### src/rtl/dmux_pkg.sv
// Shared types and helpers for the dmux_stream_1byn stream demultiplexer.
// Holds the holding-register state enum, the select-width helper and lane-slice helpers.
package dmux_pkg;

  // The holding register is either empty or holds one word.
  typedef enum logic {
    ST_EMPTY = 1'b0,
    ST_FULL  = 1'b1
  } state_e;

  // Width of a channel index for n channels. At least one bit.
  function automatic int sel_width(input int n);
    return (n <= 1) ? 1 : $clog2(n);
  endfunction

  // True when every select code addresses a real channel.
  function automatic bit is_pow2(input int n);
    return (n > 0) && ((n & (n - 1)) == 0);
  endfunction

  // Lowest bit of lane k in the packed output bus.
  function automatic int lane_lo(input int k, input int width);
    return k * width;
  endfunction

  // Highest bit of lane k in the packed output bus.
  function automatic int lane_hi(input int k, input int width);
    return (k * width) + width - 1;
  endfunction

endpackage : dmux_pkg

### src/rtl/dmux_rr_ptr.sv
// Modulo-N wrapping pointer with an advance enable and synchronous reset.
// Supplies the destination channel when the demultiplexer runs in round-robin mode.
module dmux_rr_ptr
  import dmux_pkg::*;
#(
  parameter  int N  = 4,
  localparam int SW = sel_width(N)
) (
  input  logic          clk,
  input  logic          rst,
  input  logic          advance,
  output logic [SW-1:0] ptr
);

  // Step the pointer once per advance, wrapping from N-1 back to 0.
  always_ff @(posedge clk) begin
    if (rst) begin
      ptr <= '0;
    end else if (advance) begin
      ptr <= (ptr == SW'(N - 1)) ? '0 : ptr + 1'b1;
    end
  end

endmodule : dmux_rr_ptr

### src/rtl/dmux_stream_1byn.sv
// Registered 1-to-N stream demultiplexer with valid/ready on every side.
// One holding register steers a word to a single output lane; the other lanes read 0.
// Optional round-robin steering is compiled in when DMUX_RR_EN is defined.
module dmux_stream_1byn
  import dmux_pkg::*;
#(
  parameter  int WIDTH = 8,
  parameter  int N     = 4,
  localparam int SW    = sel_width(N)
) (
  input  logic                 clk,
  input  logic                 rst,
  input  logic [WIDTH-1:0]     in_data,
  input  logic [SW-1:0]        in_sel,
  input  logic                 in_valid,
  output logic                 in_ready,
  output logic [N*WIDTH-1:0]   out_data,
  output logic [N-1:0]         out_valid,
  input  logic [N-1:0]         out_ready,
  output logic                 sel_err
`ifdef DMUX_RR_EN
  ,
  input  logic                 rr_mode
`endif
);

  state_e               state;
  logic                 in_xfer;
  logic                 out_xfer;
  logic                 use_rr;
  logic                 sel_bad;
  logic                 load_word;
  logic [SW-1:0]        dest_ch;
  logic [N-1:0]         load_valid;
  logic [N*WIDTH-1:0]   load_data;

  // out_valid is one-hot of the held channel, so the AND picks that consumer's ready.
  assign out_xfer = |(out_valid & out_ready);
  // Ready depends only on register state and out_ready, never on in_valid.
  assign in_ready = (state == ST_EMPTY) || out_xfer;
  assign in_xfer  = in_valid && in_ready;

`ifdef DMUX_RR_EN
  logic [SW-1:0] ptr;

  // Round-robin pointer advances only on words it actually steers.
  dmux_rr_ptr #(
    .N (N)
  ) u_rr_ptr (
    .clk     (clk),
    .rst     (rst),
    .advance (in_xfer && rr_mode),
    .ptr     (ptr)
  );

  assign use_rr  = rr_mode;
  assign dest_ch = rr_mode ? ptr : in_sel;
`else
  assign use_rr  = 1'b0;
  assign dest_ch = in_sel;
`endif

  // Out-of-range selects exist only when N leaves unused codes in the select field.
  if (is_pow2(N)) begin : g_sel_full
    assign sel_bad = 1'b0;
  end else begin : g_sel_partial
    assign sel_bad = (in_sel >= SW'(N));
  end

  // A bad select is still accepted but never reaches the holding register.
  assign load_word = in_xfer && (use_rr || !sel_bad);

  // Decode the destination into a one-hot valid and a lane-placed data word.
  always_comb begin
    // NOTE: every output of this block gets a default first so no path leaves it unassigned (no latch).
    load_valid = '0;
    load_data  = '0;
    for (int k = 0; k < N; k++) begin
      if (dest_ch == SW'(k)) begin
        load_valid[k]                            = 1'b1;
        load_data[lane_lo(k, WIDTH) +: WIDTH]    = in_data;
      end
    end
  end

  // Holding-register FSM with registered lane outputs and the select-error pulse.
  always_ff @(posedge clk) begin
    // NOTE: sequential state uses non-blocking assignment so every register samples pre-edge values.
    if (rst) begin
      // NOTE: the data lanes are reset too, because the outputs must read 0 straight after reset.
      state     <= ST_EMPTY;
      out_valid <= '0;
      out_data  <= '0;
      sel_err   <= 1'b0;
    end else begin
      sel_err <= in_xfer && !use_rr && sel_bad;
      unique case (state)
        ST_EMPTY: begin
          if (load_word) begin
            state     <= ST_FULL;
            out_valid <= load_valid;
            out_data  <= load_data;
          end
        end
        ST_FULL: begin
          if (load_word) begin
            // in_ready implies the held word left this cycle, so replace it directly.
            out_valid <= load_valid;
            out_data  <= load_data;
          end else if (out_xfer) begin
            state     <= ST_EMPTY;
            out_valid <= '0;
            out_data  <= '0;
          end
        end
        default: begin
          state     <= ST_EMPTY;
          out_valid <= '0;
          out_data  <= '0;
        end
      endcase
    end
  end

endmodule : dmux_stream_1byn
### config.mk
export PLATFORM = sky130hd
export DESIGN_NAME = dmux_stream_1byn
export DESIGN_NICKNAME = d
export VERILOG_FILES = /design/src/rtl/dmux_pkg.sv /design/src/rtl/dmux_rr_ptr.sv /design/src/rtl/dmux_stream_1byn.sv
export SDC_FILE = /design/constraint.sdc
export NUM_CORES = 1
export LEC_CHECK = 0
export BUFFER_PORTS_ARGS = -buffer_cell sky130_fd_sc_hd__buf_4
export CAP_MARGIN = 20
export CORE_AREA = 8 8 65 67
export CTS_CLUSTER_SIZE = 40
export DETAILED_ROUTE_END_ITERATION = 12
export DIE_AREA = 0 0 73 75
export GPL_TIMING_DRIVEN = 0
export HOLD_SLACK_MARGIN = 0.1
export PLACE_DENSITY = 0.78
export SETUP_SLACK_MARGIN = 0.02
export SYNTH_ARGS = -nofsm -noshare
export SYNTH_HDL_FRONTEND = slang
export SYNTH_SLANG_ARGS = --single-unit
### constraint.sdc
create_clock -name clk -period 1.5 [get_ports clk]
set_clock_uncertainty 0.15 [all_clocks]
set_input_delay 0.3 -clock clk [delete_from_list [all_inputs] [get_ports clk]]
set_output_delay 0.3 -clock clk [all_outputs]
set_load 0.1 [all_outputs]
**Word level (Yosys, flattened, before mapping)**

Cells that the tools add are included.

- Div/mod/pow operators: 0
- Shift-type cells: 0
- Reduce and logical (&&, ||, !) cells: 5
- Magnitude comparators: 0
- Multipliers: 0
- Bitwise logic cells: 2
- Muxes and demuxes: 20
- $add $sub $neg: 0
- Equal/unequal tests: 5

Operators by type and width:

| operator | count |
|---|---|
| 32-bit 2-to-1 mux | 3 |
| 32-bit case mux with 2 select lines | 1 |
| 8-bit 2-to-1 mux | 4 |
| 4-bit 2-to-1 mux | 3 |
| 4-bit case mux with 2 select lines | 1 |
| 1-bit 2-to-1 mux | 7 |
| 4-bit bitwise AND | 1 |
| 2-bit == test, second input constant | 2 |
| 4-bit OR reduction | 1 |
| 3-bit by 1-bit inequality test with 1-bit output, second input constant | 1 |
| 2-bit by 1-bit == test with 1-bit output, second input constant | 1 |
| 2-bit zero test | 1 |
| 2-bit inequality test, second input constant | 1 |
| 1-bit case mux with 2 select lines | 1 |
| 2-bit AND reduction | 1 |
| 1-bit logical AND | 1 |
| 1-bit logical OR | 1 |
| 1-bit inverter | 1 |

- Register bits: 37
- Output and inout port bits: 38
- Bits in latches: 0
- ROM bits: 0
- Memories kept: 0
- Input bits: 17
- RAM bits: 0

**Logic depth before layout (Yosys ltp)**

Gate-level depths: netlist (run 1).

- Word-level depth: 6
- Depth in mapped cells: 6

**Worst setup path before layout (run 1)**

OpenSTA, ideal clock, no wires.

- Kind: register to register
- From: register out_valid[0]
- To: register state
- Slack: -1,116 ps
- Cell stages (with the launch flop): 5
- Period minus slack after synthesis: 2,616 ps
- Arrival time: 2,375 ps
- Path buffers: 1
- Cell sequence: dfxtp_1 -> a222oi_1 -> buf_2 -> nand3_1 -> a21oi_1

- Longest elaborated chain between the ends: 6
- Elaborated cells on any way between the ends: 8
- Classes of those cells: 4 x mux; 1 x bitwise; 3 x reduce/logical

RTL lines:

| element | line | RTL |
|---|---|---|
| from (decl) | dmux_stream_1byn.sv:18 | `output logic [N-1:0] out_valid,` |
| from (signal assigned) | dmux_stream_1byn.sv:101 | `out_valid <= load_valid;` |
| from (signal assigned) | dmux_stream_1byn.sv:108 | `out_valid <= load_valid;` |
| 4-bit bitwise AND * | dmux_stream_1byn.sv:38 | `assign out_xfer = \|(out_valid & out_ready);` |
| 4-bit OR reduction * | dmux_stream_1byn.sv:38 |  |
| 1-bit logical OR * | dmux_stream_1byn.sv:40 | `assign in_ready = (state == ST_EMPTY) \|\| out_xfer;` |
| named net in_ready | dmux_stream_1byn.sv:16 | `output logic in_ready,` |
| 1-bit logical AND * | dmux_stream_1byn.sv:41 | `assign in_xfer = in_valid && in_ready;` |
| 1-bit 2-to-1 mux, on equally long branches | dmux_stream_1byn.sv:106, dmux_stream_1byn.sv:99 |  |
| 1-bit case mux with 2 select lines * | dmux_stream_1byn.sv:97 | `unique case (state)` |
| to (signal assigned) | dmux_stream_1byn.sv:100 | `state <= ST_FULL;` |
| to (signal assigned) | dmux_stream_1byn.sv:111 | `state <= ST_EMPTY;` |
| to (signal assigned) | dmux_stream_1byn.sv:117 | `state <= ST_EMPTY;` |
| to (decl) | dmux_stream_1byn.sv:27 | `state_e state;` |

Mark *: on every way through the listed nets, which the timed path passes. The rest lies on a longest branch.
A chain may end at the register's enable or synchronous reset.

**Worst setup path in the final report (run 1)**

- From: register out_valid[0]
- To: register out_data[18]

- Longest elaborated chain between the ends: 6
- Elaborated cells on any way between the ends: 9
- Classes of those cells: 2 x eq/ne; 2 x mux; 1 x bitwise; 4 x reduce/logical

RTL lines:

| element | line | RTL |
|---|---|---|
| 4-bit bitwise AND * | dmux_stream_1byn.sv:38 |  |
| 4-bit OR reduction * | dmux_stream_1byn.sv:38 |  |
| 1-bit logical OR | dmux_stream_1byn.sv:40 |  |
| 1-bit logical AND | dmux_stream_1byn.sv:41 |  |
| 32-bit 2-to-1 mux, or another cell as far along | dmux_stream_1byn.sv:106 | `if (load_word) begin` |
| 32-bit case mux with 2 select lines / 2-bit AND reduction (equally long branches) | n/a |  |
| to (signal assigned) | dmux_stream_1byn.sv:102 | `out_data <= load_data;` |
| to (signal assigned) | dmux_stream_1byn.sv:109 | `out_data <= load_data;` |
| to (decl) | dmux_stream_1byn.sv:17 | `output logic [N*WIDTH-1:0] out_data,` |

Mark *: on every way between the ends. The rest lies on a longest branch, timed or not.

==> results of run 1 <==
==> worst paths after layout <==
| kind | endpoint | slack, ns | depth (start not counted) |
|---|---|---|---|
| worst min-delay path | out_valid[2] | 0.19 | 3 |
| worst min register to register | out_data[26] | 0.35 | 1 |
| worst max-delay path | out_data[18] | -0.46 | 5 |
| worst max register to register | out_data[18] | -0.46 | 5 |
==> stage by stage <==
step / TNS [ns] / power (mW) / util (%) / instance area (um^2) / std cells
6_report: -13.36 / 2.21 / 67.7 / 2190 / 229
5_1_grt: -16.40 / 2.28 / 67.7 / 2190 / 229
4_1_cts: -12.54 / 2.24 / 67.7 / 2190 / 234
3_5_place_dp: -11.48 / 1.49 / 54.6 / 1770 / 205
3_3_place_gp: -11.73 / 1.48 / 54.6 / 1770 / 205
2_1_floorplan: -10.22 / 1.37 / - / 1310 / 106
==> kinds of logic after synthesis <==
logic type | count (synthesis) | share of synthesized area (%)
other cells | 1 | 0.292
compound gates | 43 | 29.0
buf+inv | 10 | 5.76
simple gates | 15 | 7.22
flops | 37 | 57.8
==> power by group <==
part	switching, mW	internal (mW)	total [mW]
logic	0.359	0.215	0.574
registers	0.0273	1.01	1.03
clock network	0.333	0.272	0.605
total	0.719	1.49	2.21
==> cell type report <==
| cell class | instances | area (um^2) |
|---|---|---|
| clock buffer | 7 | 65.1 |
| timing repair buffer | 73 | 747 |
| tap | 46 | 57.6 |
| multi-input combinational | 59 | 517 |
| clock inverter | 1 | 5.00 |
| inverter | 2 | 7.51 |
| fill | 242 | 1040 |
| buffer | 4 | 31.3 |
| sequential | 37 | 758 |
==> layer usage <==
layer / vias to the layer above / part of all wire [%]
met1: 608 / 37
li1: 560 / -
met5: - / 0
met2: 59 / 52
met3: 12 / 7.9
met4: 0 / 3.3
==> worst register-to-register path, delay by kind of cell, from the launching register on <==
family | cells | cell delay (ns)
buffers and inverters | 2 | 0.27
DFF | 1 | 0.36
AOI/OAI and AO/OA | 3 | 1.11
==> cell usage after synthesis <==
master	count
buf_2	2
a31oi_2	1
nand3_1	2
nor2b_1	8
dfxtp_1	37
buf_6	4
nor3_1	1
buf_4	1
a21oi_1	1
or3b_1	1
clkbuf_1	1
inv_1	2
nand3b_1	2
a41o_1	1
nand2_1	1
a31oi_1	3
a222oi_1	1
conb_1	1
a22o_1	36
==> state kept, by name, indices dropped and copies added (netlist names) <==
name	flops
state	1
out_valid	4
out_data	32
==> repair_timing <==
| item | in CTS | in global routing |
|---|---|---|
| gates cloned | 3 | 0 |
| pin swaps | 7 | 23 |
| setup buffers | 18 | 3 |
| endpoints found under the setup margin | 37 | 60 |
| hold buffers | 1 | 0 |
| resized for setup | 32 | 34 |
| endpoints found under the hold margin | 1 | 0 |
==> results.cfg, run 1 <==
[timing]
slew_violations = 0
max_freq_mhz = 509
worstMarginPinSlew_ns = 0.974
layout_min_cycle_time_ns = 1.96
grt_setup_unrepaired = yes
fin_crit_sh_pct = 131
setup_viol = 37
hold_viol_final = 0
worst_slack_ns = -0.465
relSlewSlack_pct = 34.7
holdWs_ns = 0.192

[route]
wl_per_cell_um = 20.0
drt_pass1_iterations = 4
remaining_drc_errors = 0
ant_nets = 0
vias = 1239
via_per_inst = 5.41
routed_wl_um = 4590
drt-initial-drc-count = 110

[final_layout]
mostFrequentLayoutCells = buf_6 (36), a22o_1 (36), buf_4 (33)
drive_above_1_share_pct = 52.5
synthToLayoutAreaGrowth_pct = 70.6
nets = 199
diodes = 0

[global_routing]
track_usage_pct = 17.3
antenna_found_initial = 0
grt_busiest_layer = met2
grt_use_met2_pct = 29.9
grt_start_max_net_pins = 12
grt_util_met3_pct = 6.92
overflow = 0
grt_pass1_vias = 1329
grt_pass1_wl_um = 7020
grtUsageMet1_pct = 17.8

[worst_setup_path]
cp_cell_sequence = a222oi_1 -> buf_4 -> buf_6 -> a31oi_1 -> a22o_1
crit_path_top_delay_cell = a31oi_1
r2r-start = out_valid[0]
crit_fanout = 9
slowest_delay_ns = 0.77
cp_data_required_time_ns = 1.63
crit_start = out_valid[0]
critPathBufInv = 2
worstPathArrival_ns = 2.10
crit_family = compound AO/OA/AOI/OAI gates
crit_type = flip-flop to flip-flop
startpoint_type = flip-flop
worstSetupEndpointType = flip-flop

[logic_synthesis]
synth_cell_type_count = 19
syn-instance-count = 106
synth_nets = 123
synth_area_leaders = dfxtp_1 (58%), a22o_1 (25%), nor2b_1 (3.9%)
synth-seq-cells = 37
syn-cell-area_um2 = 1280
avgSynthCellArea_um2 = 12.1
synth_top_area_share_pct = 57.8
ys_seq_area_share_pct = 57.8
yosysWarnings = 0
yosysTopAreaCell = dfxtp_1

[clocking]
cts_tree = yes
cts.htree.levels = 2
numCtsBuffers = 5
cts_buffer_depth = 2
root_buffer = clkbuf_4
clk_latency_ns = 0.34
clkSlewWorstSetupHoldPaths_ns = 0.11
cts_sinks = 37

[outcome]
outcome = finished with violations
violations = setup timing

[place]
pre_cts_slack_ns = -0.429
place.detailed.hpwl_um = 2730
io_buffers = 53
place.gp.congestion = 0.812

[floorplanning]
start_util_pct = 39.7
dieWidth_um = 73
die_h_um = 75
ios = 55
dieArea_um2 = 5480
core_area_um2 = 3230
rows = 21

[flow_run]
max-cap-violations = 0

[hold_path]
hold_path_class = input pin to flip-flop
worstHoldStart = rst

[power_and_ir_drop]
ir_worst_vdd_uv = 590
power.leakage_nw = 0.971
p_per_area_nw_per_um2 = 1010
(Power assumes the default switching activity.)
==> run 2, diff against run 1 <==
Settings changed: SKIP_CTS_REPAIR_TIMING from default to 1.
==> run 2 against run 1 <==
  * Register-to-register slack improved by 0.05 ns
  * Highest routed layer unchanged
  * Critical path depth decreased by 1
  * Cell count down 3.5%
  * First-iteration DRC count down 6.4%
  * The flow still finishes with violations (setup timing)
==> results.cfg, run 2 (synthesized netlist as in run 1, its figures left out) <==
[floorplanning]
dieWidth_um = 73
die_h_um = 75
dieArea_um2 = 5480
core_area_um2 = 3230
ios = 55
rows = 21
start_util_pct = 39.7

[final_layout]
regMostFlops = out_data
layout_commonest_cell = buf_4
fin_cells = 221
final_util_pct = 62.1
nets = 191
largest_reg_flops = 32
reg.largest.list = out_data x32, out_valid x4, state x1
fillerInstances = 279
diodes = 0
synthToLayoutAreaGrowth_pct = 56.6
drive_above_1_share_pct = 46.9
mostFrequentLayoutCells = buf_4 (47), a22o_1 (36), dfxtp_1 (33)

[timing]
grt_setup_unrepaired = yes
holdWs_ns = 0.200
setup_tns_ns = -12.20
setup_viol = 37
relSlewSlack_pct = 41.3
fin_crit_sh_pct = 129
layout_min_cycle_time_ns = 1.93
max_freq_mhz = 517
worstMarginPinSlew_ns = 0.876
worst_slack_ns = -0.432
hold_viol_final = 0
slew_violations = 0

[power_and_ir_drop]
comb_power_share_pct = 24.2
report.power.total_mw = 2.13
p_per_area_nw_per_um2 = 1060
ir_worst_vdd_uv = 488
pwr-share-clk_pct = 27.7
power.leakage_nw = 0.911
p_sw_share_pct = 31.8
seqPwrFrac_pct = 48.1
intPower_mw = 1.45
p_switching_uw = 677

[flow_run]
max-cap-violations = 0

[place]
place.detailed.hpwl_um = 2730
io_buffers = 53
place.gp.congestion = 0.812
placed_cells = 205

[route]
vias = 1185
drt-initial-drc-count = 103
routed_wl_um = 3970
ant_nets = 0
wl_per_cell_um = 18.0
via_per_inst = 5.36
remaining_drc_errors = 0
drt_pass1_iterations = 4

[worst_setup_path]
worstSetupEndpointType = output pin
crit_type = flip-flop to output pin
crit_fanout = 4
crit_family = buffers and inverters
cp_data_required_time_ns = 1.05
slowest_delay_ns = 0.36
startpoint_type = flip-flop
cp_cell_sequence = a222oi_1 -> buf_4 -> nand3_4 -> buf_12
critPathBufInv = 2
worstPathArrival_ns = 1.48
crit_path_top_delay_cell = dfxtp_4

[global_routing]
grt_pass1_wl_um = 5700
grt_start_max_net_pins = 12
track_usage_pct = 13.7
grt_pass1_vias = 1140
overflow = 0
antenna_found_initial = 0

[clocking]
cts.htree.levels = 2
clkSlewWorstSetupHoldPaths_ns = 0.10
clk_latency_ns = 0.34
numCtsBuffers = 5
cts_buffer_depth = 2
root_buffer = clkbuf_4
cts_sinks = 37
cts_tree = yes

[outcome]
outcome = finished with violations
violations = setup timing

[hold_path]
hold_path_class = input pin to flip-flop
[run 2: cell count changes in the layout (fill, tap and decap cells not counted), sizes merged]
cell,delta
buf,-11
clkbuf,+3
[run 2: cell type report]
type,count,area [um^2],area share [%]
buffer,8,80.1,3.99
clock buffer,7,65.1,3.24
clock inverter,1,5.00,0.249
inverter,2,7.51,0.374
multi-input combinational,59,484,24.1
sequential,37,756,37.6
tap,46,57.6,2.87
timing repair buffer,61,553,27.5
[run 2: per-layer routing]
layer  vias up  global-route usage (%)  wire length, um
li1        546                       -                -
met1       584                    14.6             1530
met2        48                    22.7             2070
met3         7                    6.39              306
met4         0                    6.00               68
met5         -                       0                0
[run 2: worst paths after layout]
path                            slack (ns)           end          from  cells after the start
worst min register to register        0.35   out_data[3]   out_data[3]                      1
worst max register to register       -0.41  out_data[23]  out_valid[2]                      5
worst min-delay path                  0.20  out_valid[2]           rst                      3
worst max-delay path                 -0.43      in_ready  out_valid[2]                      4
[run 2: power by group through the flow]
stage / sequential [mW] / clock [mW] / combinational [mW]
6_report: 1.02 / 0.590 / 0.516
5_1_grt: 1.03 / 0.635 / 0.536
4_1_cts: 1.02 / 0.597 / 0.445
3_5_place_dp: 1.05 / 0 / 0.443
3_3_place_gp: 1.04 / 0 / 0.437
2_1_floorplan: 1.23 / 0 / 0.146
[run 2: worst min-delay path, stage by stage]
cell	delay [ns]
buf_4	0.08
inv_1	0.08
a22o_1	0.20
[run 2: through the flow]
step	area, um^2	setup slack [ns]
after global placement	1770	-0.375
after floorplan	1310	-0.296
after detailed placement	1770	-0.429
after global routing	2010	-0.543
after CTS	1840	-0.543
final	2010	-0.432
